[config.mk]
export PLATFORM = sky130hd
export DESIGN_NAME = mdll_lf_gen
export DESIGN_NICKNAME = d
export VERILOG_FILES = /design/src/rtl/mdll_pkg.sv /design/src/rtl/mdll_dsm1.sv /design/src/rtl/mdll_lf_gen.sv
export SDC_FILE = /design/constraint.sdc
export NUM_CORES = 1
export LEC_CHECK = 0
export BUFFER_PORTS_ARGS = -buffer_cell sky130_fd_sc_hd__buf_2
export CORE_MARGIN = 8
export CORE_UTILIZATION = 25
export CTS_BUF_LIST = sky130_fd_sc_hd__clkbuf_8
export DETAILED_ROUTE_END_ITERATION = 10
export PLACE_DENSITY_LB_ADDON = 0.3
export SYNTH_ARGS = -nofsm -noshare
export SYNTH_HDL_FRONTEND = slang
export SYNTH_HIERARCHICAL = 1
export SYNTH_SLANG_ARGS = --single-unit
export TNS_END_PERCENT = 50
[constraint.sdc]
create_clock -name clk_err -period 8.43 [get_ports clk_err]
set_input_delay 0.4215 -clock clk_err [delete_from_list [all_inputs] [get_ports clk_err]]
set_output_delay 0.4215 -clock clk_err [all_outputs]
set_load 0.05 [all_outputs]
[src/rtl/mdll_pkg.sv]
// mdll_pkg: shared encodings, default widths and width helpers for the MDLL loop filter
package mdll_pkg;
    localparam logic LOOP_BB  = 1'b1;
    localparam logic LOOP_TDC = 1'b0;
    typedef enum logic [1:0] {ZERO = 2'd0, POS = 2'd1, NEG = 2'd2} sgn_t;
    localparam int MTUNE_W_DEF = 7;
    localparam int FRAC_W_DEF  = 6;
    localparam int TDC_W_DEF   = 4;
    localparam int GAIN_W_DEF  = 4;
    localparam int LOCK_N_DEF  = 16;
    // two guard bits let the tune code swing by +/-3 before clamping
    localparam int MT_GUARD = 2;
    function automatic int acc_w(input int mtune_w, input int frac_w);
        return mtune_w + frac_w;
    endfunction
    function automatic int sum_w(input int acc_bits, input int tdc_w);
        return acc_bits + tdc_w + 1;
    endfunction
endpackage

[src/rtl/mdll_dsm1.sv]
// mdll_dsm1: first-order delta-sigma modulator turning the integrator fraction into a 1-bit dither
module mdll_dsm1 #(
    parameter int FRAC_W = 6
) (
    input  logic              clk_err,
    input  logic              rstb,
    input  logic [FRAC_W-1:0] frac,
    input  logic              en,
    input  logic              hold,
    output logic              dither
);
    logic [FRAC_W-1:0] dsm;
    logic [FRAC_W:0]   sum;
    assign sum = {1'b0, dsm} + {1'b0, frac};
    // a frozen loop keeps the modulator phase; otherwise disabling clears it
    always_ff @(posedge clk_err or negedge rstb) begin
        if (!rstb) begin
            dsm    <= '0;
            dither <= 1'b0;
        end else if (!hold) begin
            dsm    <= en ? sum[FRAC_W-1:0] : '0;
            dither <= en & sum[FRAC_W];
        end
    end
endmodule

[src/rtl/mdll_lf_gen.sv]
// mdll_lf_gen: MDLL digital loop filter -- BB/TDC error integrator, proportional kick,
// external tune override, dither and lock detection
module mdll_lf_gen
    import mdll_pkg::*;
#(
    parameter int MTUNE_W = MTUNE_W_DEF,
    parameter int FRAC_W  = FRAC_W_DEF,
    parameter int TDC_W   = TDC_W_DEF,
    parameter int GAIN_W  = GAIN_W_DEF,
    parameter int LOCK_N  = LOCK_N_DEF
) (
    input  logic                      clk_err,
    input  logic                      rstb,
    input  logic                      en_lf,
    input  logic                      loop_sel,
    input  logic                      err_valid,
    input  logic                      dout_bb,
    input  logic [TDC_W-1:0]          tdc_err,
    input  logic [GAIN_W-1:0]         gain_ctrl,
    input  logic [1:0]                gain_ratio,
    input  logic                      en_ext_tune,
    input  logic [MTUNE_W-1:0]        ext_mtune,
    input  logic                      en_dith,
    output logic [MTUNE_W-1:0]        mtune,
    output logic [MTUNE_W+FRAC_W-1:0] lf_out,
    output logic                      dither,
    output logic                      locked,
    output logic                      sat_hi,
    output logic                      sat_lo
);
    localparam int ACC_W = acc_w(MTUNE_W, FRAC_W);
    localparam int SUM_W = sum_w(ACC_W, TDC_W);
    localparam int MT_W  = MTUNE_W + MT_GUARD;
    localparam int CNT_W = $clog2(LOCK_N + 1);
    localparam logic signed [SUM_W-1:0] ACC_MAX = SUM_W'((64'd1 << ACC_W) - 64'd1);
    localparam logic signed [MT_W-1:0]  MT_MAX  = MT_W'((64'd1 << MTUNE_W) - 64'd1);
    localparam logic [ACC_W-1:0]        ACC_RST = ACC_W'(64'd1 << (ACC_W - 1));
    logic [ACC_W-1:0]        acc, acc_nx;
    logic signed [SUM_W-1:0] e_x, sum;
    logic [GAIN_W-1:0]       sh;
    logic signed [MT_W-1:0]  mt_sum, ratio_x;
    logic [MTUNE_W-1:0]      mt_nx;
    logic [CNT_W-1:0]        lock_cnt, cnt_nx;
    sgn_t                    sg, prev_sg;
    logic                    clamp_hi, clamp_lo, alt;
    always_comb begin
        e_x      = (loop_sel == LOOP_BB) ? (dout_bb ? SUM_W'(1) : {SUM_W{1'b1}}) : SUM_W'(signed'(tdc_err));
        sh       = (32'(gain_ctrl) > ACC_W - 1) ? GAIN_W'(ACC_W - 1) : gain_ctrl;
        sum      = signed'(SUM_W'(acc)) + (e_x <<< sh);
        clamp_lo = sum[SUM_W-1];
        clamp_hi = !clamp_lo && (sum > ACC_MAX);
        acc_nx   = clamp_lo ? '0 : clamp_hi ? '1 : sum[ACC_W-1:0];
        sg       = e_x[SUM_W-1] ? NEG : (e_x == '0) ? ZERO : POS;
        ratio_x  = signed'(MT_W'(gain_ratio));
        mt_sum   = signed'(MT_W'(acc_nx[ACC_W-1 -: MTUNE_W])) + ((sg == POS) ? ratio_x : (sg == NEG) ? -ratio_x : '0);
        mt_nx    = mt_sum[MT_W-1] ? '0 : (mt_sum > MT_MAX) ? '1 : mt_sum[MTUNE_W-1:0];
        // ZERO as the previous sign means no reference yet, so a nonzero error cannot count as alternating
        alt      = (sg == ZERO) || (prev_sg != ZERO && sg != prev_sg);
        cnt_nx   = !alt ? '0 : (lock_cnt == CNT_W'(LOCK_N)) ? lock_cnt : lock_cnt + 1'b1;
    end
    always_ff @(posedge clk_err or negedge rstb) begin
        if (!rstb) begin
            acc      <= ACC_RST;
            mtune    <= ACC_RST[ACC_W-1 -: MTUNE_W];
            lock_cnt <= '0;
            prev_sg  <= ZERO;
            locked   <= 1'b0;
            sat_hi   <= 1'b0;
            sat_lo   <= 1'b0;
        end else if (en_ext_tune) begin
            acc      <= {ext_mtune, {FRAC_W{1'b0}}};
            mtune    <= ext_mtune;
            lock_cnt <= '0;
            prev_sg  <= ZERO;
            locked   <= 1'b0;
            sat_hi   <= 1'b0;
            sat_lo   <= 1'b0;
        end else if (err_valid && en_lf) begin
            acc      <= acc_nx;
            mtune    <= mt_nx;
            lock_cnt <= cnt_nx;
            prev_sg  <= sg;
            locked   <= (cnt_nx == CNT_W'(LOCK_N));
            sat_hi   <= clamp_hi;
            sat_lo   <= clamp_lo;
        end
    end
    assign lf_out = {mtune, acc[FRAC_W-1:0]};
    mdll_dsm1 #(.FRAC_W(FRAC_W)) u_dsm (
        .clk_err(clk_err),
        .rstb   (rstb),
        .frac   (acc[FRAC_W-1:0]),
        .en     (en_dith),
        .hold   (!en_lf),
        .dither (dither)
    );
endmodule

==> summary.txt, run 1 <==
Finish
  – P&R area growth vs syn: 12.6%
  – Most frequent cells in the layout: buf_2, nand2_1, nor2_1
  – Nets: ~520
  – Final Cell Area: 0.00400 mm2
  – Fill cells: 1515
  – Diode count: 0
  – Most common cell after layout, fill and taps aside: buf_2
  – Layout cell share with drive strength beyond 1: 0.170

Critical path
  – Startpoint types: input pin
  – CP Max Fanout: 21
  – CP Capture Type: flip-flop
  – Critical path arrival: 6.30 ns
  – Critical Path RT: 8.65 ns
  – Critical path class: input pin to flip-flop
  – R2r setup slk: ~3.1 ns

Yosys
  – Synth warnings: 6
  – Most used flip-flop cell after synthesis: dfrtp_1
  – Instance count of the mapped netlist: 436
  – Netlist cell types: 67
  – FFs w/ async S/R, synth: 1.00
  – Post-synth EDFFs: 0
  – FF+latch count, synth: 37
  – Register area share after synthesis: 0.261
  – Syn avg cell area: 8.15 um2
  – Syn_nets: between 400 and 500
  – Mapped Area: 0.00355 mm2

Die
  – Io pins: 49
  – Die W: 135 um
  – Starting Density: 0.256
  – DIE HEIGHT: about 140 um
  – Row count: 43
  – Die Footprint: 0.0183 mm2
  – CORE AREA: about 0.014 mm2

Place
  – IO buf count: 48
  – Dpl hpwl: 7780 um
  – Placement Cell Area: 0.00386 mm2
  – Placer's final routability congestion estimate: around 0.83

Timing
  – FMAX: 165 MHz
  – RSZ-0062 raised after global routing: no
  – Max-slew violations: 0
  – Final Cycle Share: 0.721
  – Worst-Margin Slew: 0.858 ns
  – Clock Skew: approximately 0.008 ns
  – Fin. Hold Viols: 0
  – Final setup violation count: 0
  – Setup tns final: 0 ns
  – Minimum clock period: 6.08 ns
  – Slew headroom: 0.428
  – WHS: 0.232 ns

Power and ir drop
  – Leak: 1.84 nW
  – Clock Power Share: 0.245
  – Sequential Power Share: 0.293
  – Internal power: 0.000445 W
  – Switching share of total power: 0.412
  – Switching power total: 0.000311 W
  – PwrDens: about 190 mW/mm2
  – VDD IR max: around 0.067 mV
  – Comb pwr share: 0.462

Drt
  – DRT Pass-1 Iters: 4
  – Drt drc: 0
  – Drt first-iter violations: ~210
  – Final WL: 9730 um
  – Vias post-DR: 3301
  – Vias per cell: 5.12
  – Wire per inst: 15.1 um
  – Routed Antenna Nets: 0

GRT
  – Largest net degree at the start of global routing: 38
  – GR Util All Layers: 0.109
  – Final global-route overflow total: 0
  – Initial antenna violation count: 0
  – Global-route wire length before repair: 16300 um
  – Vias in the first global route: 3253

Clock network
  – Htree depth: 2
  – Root Buffer: clkbuf_8
  – Post-CTS Resized: 0
  – Clock tree buffer depth: 2
  – Clk Latency, worst-skew pair: about 0.30 ns
  – CTS clk-pin slew, worst paths: 0.08 ns
  – Total CTS buffers: 5
  – Hold Buf Count CTS: 0
  – CTS tree: yes
  – Post-CTS Setup Bufs: 0
  – Clock sinks: 37

Hold path
  – Hold Path Class: input pin to asynchronous set/reset pin

Flow run
  – Max capacitance violation total: 0

Run status
  – Outcome: finished clean
## critical path, cell delays in order
cell and delay [ns]:
buf_2 0.30, nand2_1 0.24, o21ai_0 0.13, o21ai_0 0.20
nor3_1 0.19, ha_1 0.23, inv_1 0.07, fa_1 0.38
nand2b_1 0.20, a21oi_1 0.25, o22ai_1 0.22, o31ai_1 0.49
nand4_2 0.19, a31oi_4 0.43, nor2_2 0.15, a21oi_1 0.16
ha_1 0.18, inv_1 0.05, fa_1 0.39, nor2b_1 0.12
o21ai_0 0.09, a21boi_0 0.35, o221ai_1 0.21, xor2_1 0.24
nand2_1 0.18, o21ai_0 0.23
## through the flow
| stage | setup WS (ns) | power [W] | instances | utilization |
|---|---|---|---|---|
| floorplan | 2.99 | 0.000506 | 436 | - |
| global placement | 2.26 | 0.000572 | 637 | 0.278 |
| detailed placement | 2.09 | 0.000575 | 637 | 0.278 |
| CTS | 2.41 | 0.000764 | 645 | 0.288 |
| global route | 1.74 | 0.000813 | 645 | 0.288 |
| finish | 2.35 | 0.000756 | 645 | 0.288 |
## sequential cells by signal, summed over array words and instances (netlist names)
name,count
u_dsm/dither,1
sat_lo,1
mtune,7
sat_hi,1
acc,13
locked,1
u_dsm/dsm,6
lock_cnt,5
prev_sg,2
## cell families after synthesis
kind of cell               synth area share
xor gates and xnor gates             0.0444
buffers and inverters                0.0662
and+or+nand+nor                       0.195
DFF                                   0.261
adders and majority gates             0.123
AOI/OAI and AO/OA                     0.294
muxes                                0.0169
## per-layer routing
layer / GRT usage / wire [um] / up-vias
met5: 0 / 0 / -
met3: 0.0200 / 352 / 15
met4: 0.0382 / 216 / 0
li1: - / - / 1658
met2: 0.182 / 4720 / 51
met1: 0.138 / 4440 / 1577
## final timing paths
| path | cells past startpoint | end | startpoint |
|---|---|---|---|
| worst max-delay path | 26 | mtune[6]$_DFFE_PN1P_ | gain_ctrl[3] |
| worst min-delay path | 1 | u_dsm/dsm[5]$_DFFE_PN0N_ | rstb |
| worst max register to register | 21 | mtune[6]$_DFFE_PN1P_ | acc[0]$_DFFE_PN0P_ |
| worst min register to register | 2 | locked$_DFFE_PN0P_ | locked$_DFFE_PN0P_ |
| max in group asynchronous | 1 | acc[10]$_DFFE_PN0P_ | rstb |
| min in group clk_err | 3 | mtune[0]$_DFFE_PN0P_ | ext_mtune[0] |
## power groups by stage
stage	clock (W)	combinational, W	sequential, W
after floorplan	0	0.000263	0.000243
after global placement	0	0.000348	0.000224
after detailed placement	0	0.000350	0.000225
after CTS	0.000191	0.000351	0.000222
after global routing	0.000200	0.000388	0.000226
final	0.000186	0.000349	0.000221
## synth_stat cells (8+ instances only)
cell type	n	share of area
a21oi_1	32	0.045
buf_4	13	0.027
a211oi_1	8	0.017
nor3_1	13	0.018
xnor2_1	11	0.027
nor2_1	40	0.042
o22ai_1	10	0.018
ha_1	30	0.11
o21ai_0	29	0.041
a22oi_1	16	0.034
clkbuf_1	11	0.012
inv_1	19	0.020
dfrtp_1	35	0.25
nand2_1	43	0.045
nand3_1	10	0.014
## final cells by class
| type | count | area, um2 | area share |
|---|---|---|---|
| clock buffers | 5 | 68.8 | 0.0172 |
| clock inverters | 3 | 65.1 | 0.0163 |
| inverters | 19 | 71.3 | 0.0178 |
| multi-input cells | 352 | 2390 | 0.598 |
| flip-flops and latches | 37 | 928 | 0.232 |
| well taps | 180 | 225 | 0.0563 |
| repair buffers | 49 | 248 | 0.0620 |
Note: power is estimated with default switching activity, not from simulation.
==> run 2, diff against run 1 <==
==> constraint.sdc (replaced) <==
create_clock -name clk_err -period 5.2 [get_ports clk_err]
set_input_delay 0.26 -clock clk_err [delete_from_list [all_inputs] [get_ports clk_err]]
set_output_delay 0.26 -clock clk_err [all_outputs]
set_load 0.05 [all_outputs]
==> run 2 against run 1 <==
  * Register-to-register slack worse by 2.3 ns
  * Design area is 6.4% higher
  * Via count is 4.8% higher
  * Clock-buffer cell count stayed put
  * First-iteration DRC count is 6.2% higher
  * Core utilization is 1.8 points higher
  * Cell count is 5.4% higher
  * Sequential share of layout area is 1.4 points lower
  * Global-route usage is 0.10 points higher
  * Die area stayed put
  * Critical path type unchanged
==> summary.txt, run 2 (synthesis results as in run 1) <==
GRT
  – Vias in the first global route: 3376
  – GR Util All Layers: 0.110
  – Final global-route overflow total: 0
  – Largest net degree at the start of global routing: 38
  – Global-route wire length before repair: roughly 17000 um
  – Initial antenna violation count: 0

Finish
  – Layout cell share with drive strength beyond 1: 0.240
  – Most common cell after layout, fill and taps aside: buf_2
  – Diode count: 0
  – P&R area growth vs syn: 19.7%
  – Max reg flops: 13
  – Fill cells: 1480
  – Largest regs: acc x13, mtune x7, u_dsm/dsm x6
  – Final Cell Area: approximately 0.0043 mm2
  – Nets: 557
  – Largest Register: acc
  – Most frequent cells in the layout: buf_2, nand2_1, nor2_1

Timing
  – Final Cycle Share: 0.933
  – FMAX: 206 MHz
  – Minimum clock period: ~4.8 ns
  – Clock Skew: a little under 0.008 ns
  – Fin. Hold Viols: 0
  – Slew headroom: 0.412
  – Worst-Margin Slew: 0.879 ns
  – Final setup violation count: 0
  – Worst Setup Slack, final: 0.351 ns
  – Max-slew violations: 0
  – RSZ-0062 raised after global routing: no

Critical path
  – Worst r2r dst: mtune[4]$_DFFE_PN0P_
  – CP Capture Type: flip-flop
  – Critical Path RT: about 5.4 ns
  – Critical path arrival: 5.05 ns
  – Worst-case reg-to-reg path depth: 22
  – R2r setup slk: 0.79 ns
  – Startpoint types: input pin
  – RR Startpoint: acc[0]$_DFFE_PN0P_
  – Critical path class: input pin to flip-flop
  – CP Max Fanout: 4

Place
  – IO buf count: 48
  – Dpl hpwl: 8470 um
  – Placement Cell Area: between 0.004 and 0.005 mm2
  – Pre-CTS setup slack: -0.0993 ns
  – Placer's final routability congestion estimate: 0.908

Flow run
  – Max capacitance violation total: 0

Clock network
  – Total CTS buffers: 5
  – Clk Latency, worst-skew pair: 0.29 ns
  – Htree depth: 2
  – CTS clk-pin slew, worst paths: 0.08 ns
  – CTS tree: yes
  – Root Buffer: clkbuf_8
  – Post-CTS Setup Bufs: 0
  – Clock sinks: 37
  – Clock tree buffer depth: 2

Die
  – CORE AREA: between 0.01 and 0.015 mm2
  – DIE HEIGHT: around 140 um
  – Io pins: 49
  – Starting Density: 0.256
  – Die Footprint: 0.0183 mm2
  – Die W: 135 um
  – Row count: 43

Power and ir drop
  – VDD IR max: 0.110 mV
  – Leak: 1.99 nW
  – PwrDens: 282 mW/mm2

Hold path
  – Hold Path Class: input pin to asynchronous set/reset pin

Drt
  – Wire per inst: 15.2 um
  – Drt first-iter violations: 224
  – Final WL: 10400 um
  – DRT Pass-1 Iters: 5
  – Drt drc: 0
  – Vias per cell: 5.09
  – Routed Antenna Nets: 0
  – Vias post-DR: 3461

Run status
  – Outcome: finished clean
-- run 2: cell count changes in the layout (fill, tap and decap cells not counted), moves of 2 or more --
cell and change:
a21boi_0 -2, mux2i_1 -2, bufinv_16 -2, buf_4 +35, mux2i_2 +2
-- run 2: layout make-up --
type	count	area, um2	area share
clock buffers	5	68.8	0.0162
clock inverters	3	13.8	0.00324
inverters	19	71.3	0.0168
multi-input cells	352	2430	0.573
flip-flops and latches	37	928	0.218
well taps	180	225	0.0530
repair buffers	84	510	0.120
-- run 2: where the power goes --
part / switching, W / internal, W / leakage, nW
clock: 0.000106 / 0.0000911 / 0.0491
sequential: 0.0000346 / 0.000326 / 0.479
combinational: 0.000390 / 0.000252 / 1.46
-- run 2: metal layers --
layer  global-route usage  wire length [um]
met5                    0                 0
met1                0.133              4610
met2                0.206              5380
met3               0.0159               324
met4               0.0154                53
-- run 2: worst max-delay path by stage --
| stage | depth (start not counted) | endpoint | from |
|---|---|---|---|
| final | 24 | mtune[4]$_DFFE_PN0P_ | gain_ctrl[3] |
| after global routing | 25 | mtune[3]$_DFFE_PN0P_ | loop_sel |
| after CTS | 24 | mtune[3]$_DFFE_PN0P_ | dout_bb |
| after global placement | 25 | mtune[4]$_DFFE_PN0P_ | gain_ctrl[3] |
| after floorplan | 25 | mtune[4]$_DFFE_PN0P_ | loop_sel |
| after detailed placement | 27 | mtune[0]$_DFFE_PN0P_ | loop_sel |
-- run 2: critical path, stage by stage --
cell	delay (ns)
buf_2	0.11
and2_4	0.15
or4b_4	0.56
o21ai_0	0.17
nand2_1	0.06
o21ai_0	0.07
ha_1	0.26
or2_2	0.30
a311o_1	0.35
a21oi_1	0.17
and2_1	0.18
mux2i_2	0.27
a31oi_4	0.12
nor2_2	0.18
buf_4	0.14
a21oi_1	0.06
ha_1	0.34
nor2b_1	0.14
o21ai_1	0.21
a21boi_2	0.10
o221ai_1	0.22
xor2_1	0.29
mux2i_1	0.12
o31ai_1	0.22
-- run 2: timing repair --
action,in CTS,in global routing
hold buffers,0,0
setup endpoints to repair,0,7
gates resized for setup,0,11
-- run 2: stage by stage --
stage / hold WS, ns / power (W) / util / instances / TNS [ns]
5_1_grt: 0.144 / 0.00129 / 0.306 / 680 / 0
4_1_cts: 0.111 / 0.00120 / 0.303 / 680 / 0
2_1_floorplan: -0.0356 / 0.000820 / - / 436 / 0
3_3_place_gp: 0.416 / 0.000988 / 0.297 / 672 / 0
6_report: 0.0708 / 0.00120 / 0.306 / 680 / 0
3_5_place_dp: 0.419 / 0.000997 / 0.297 / 672 / -0.545
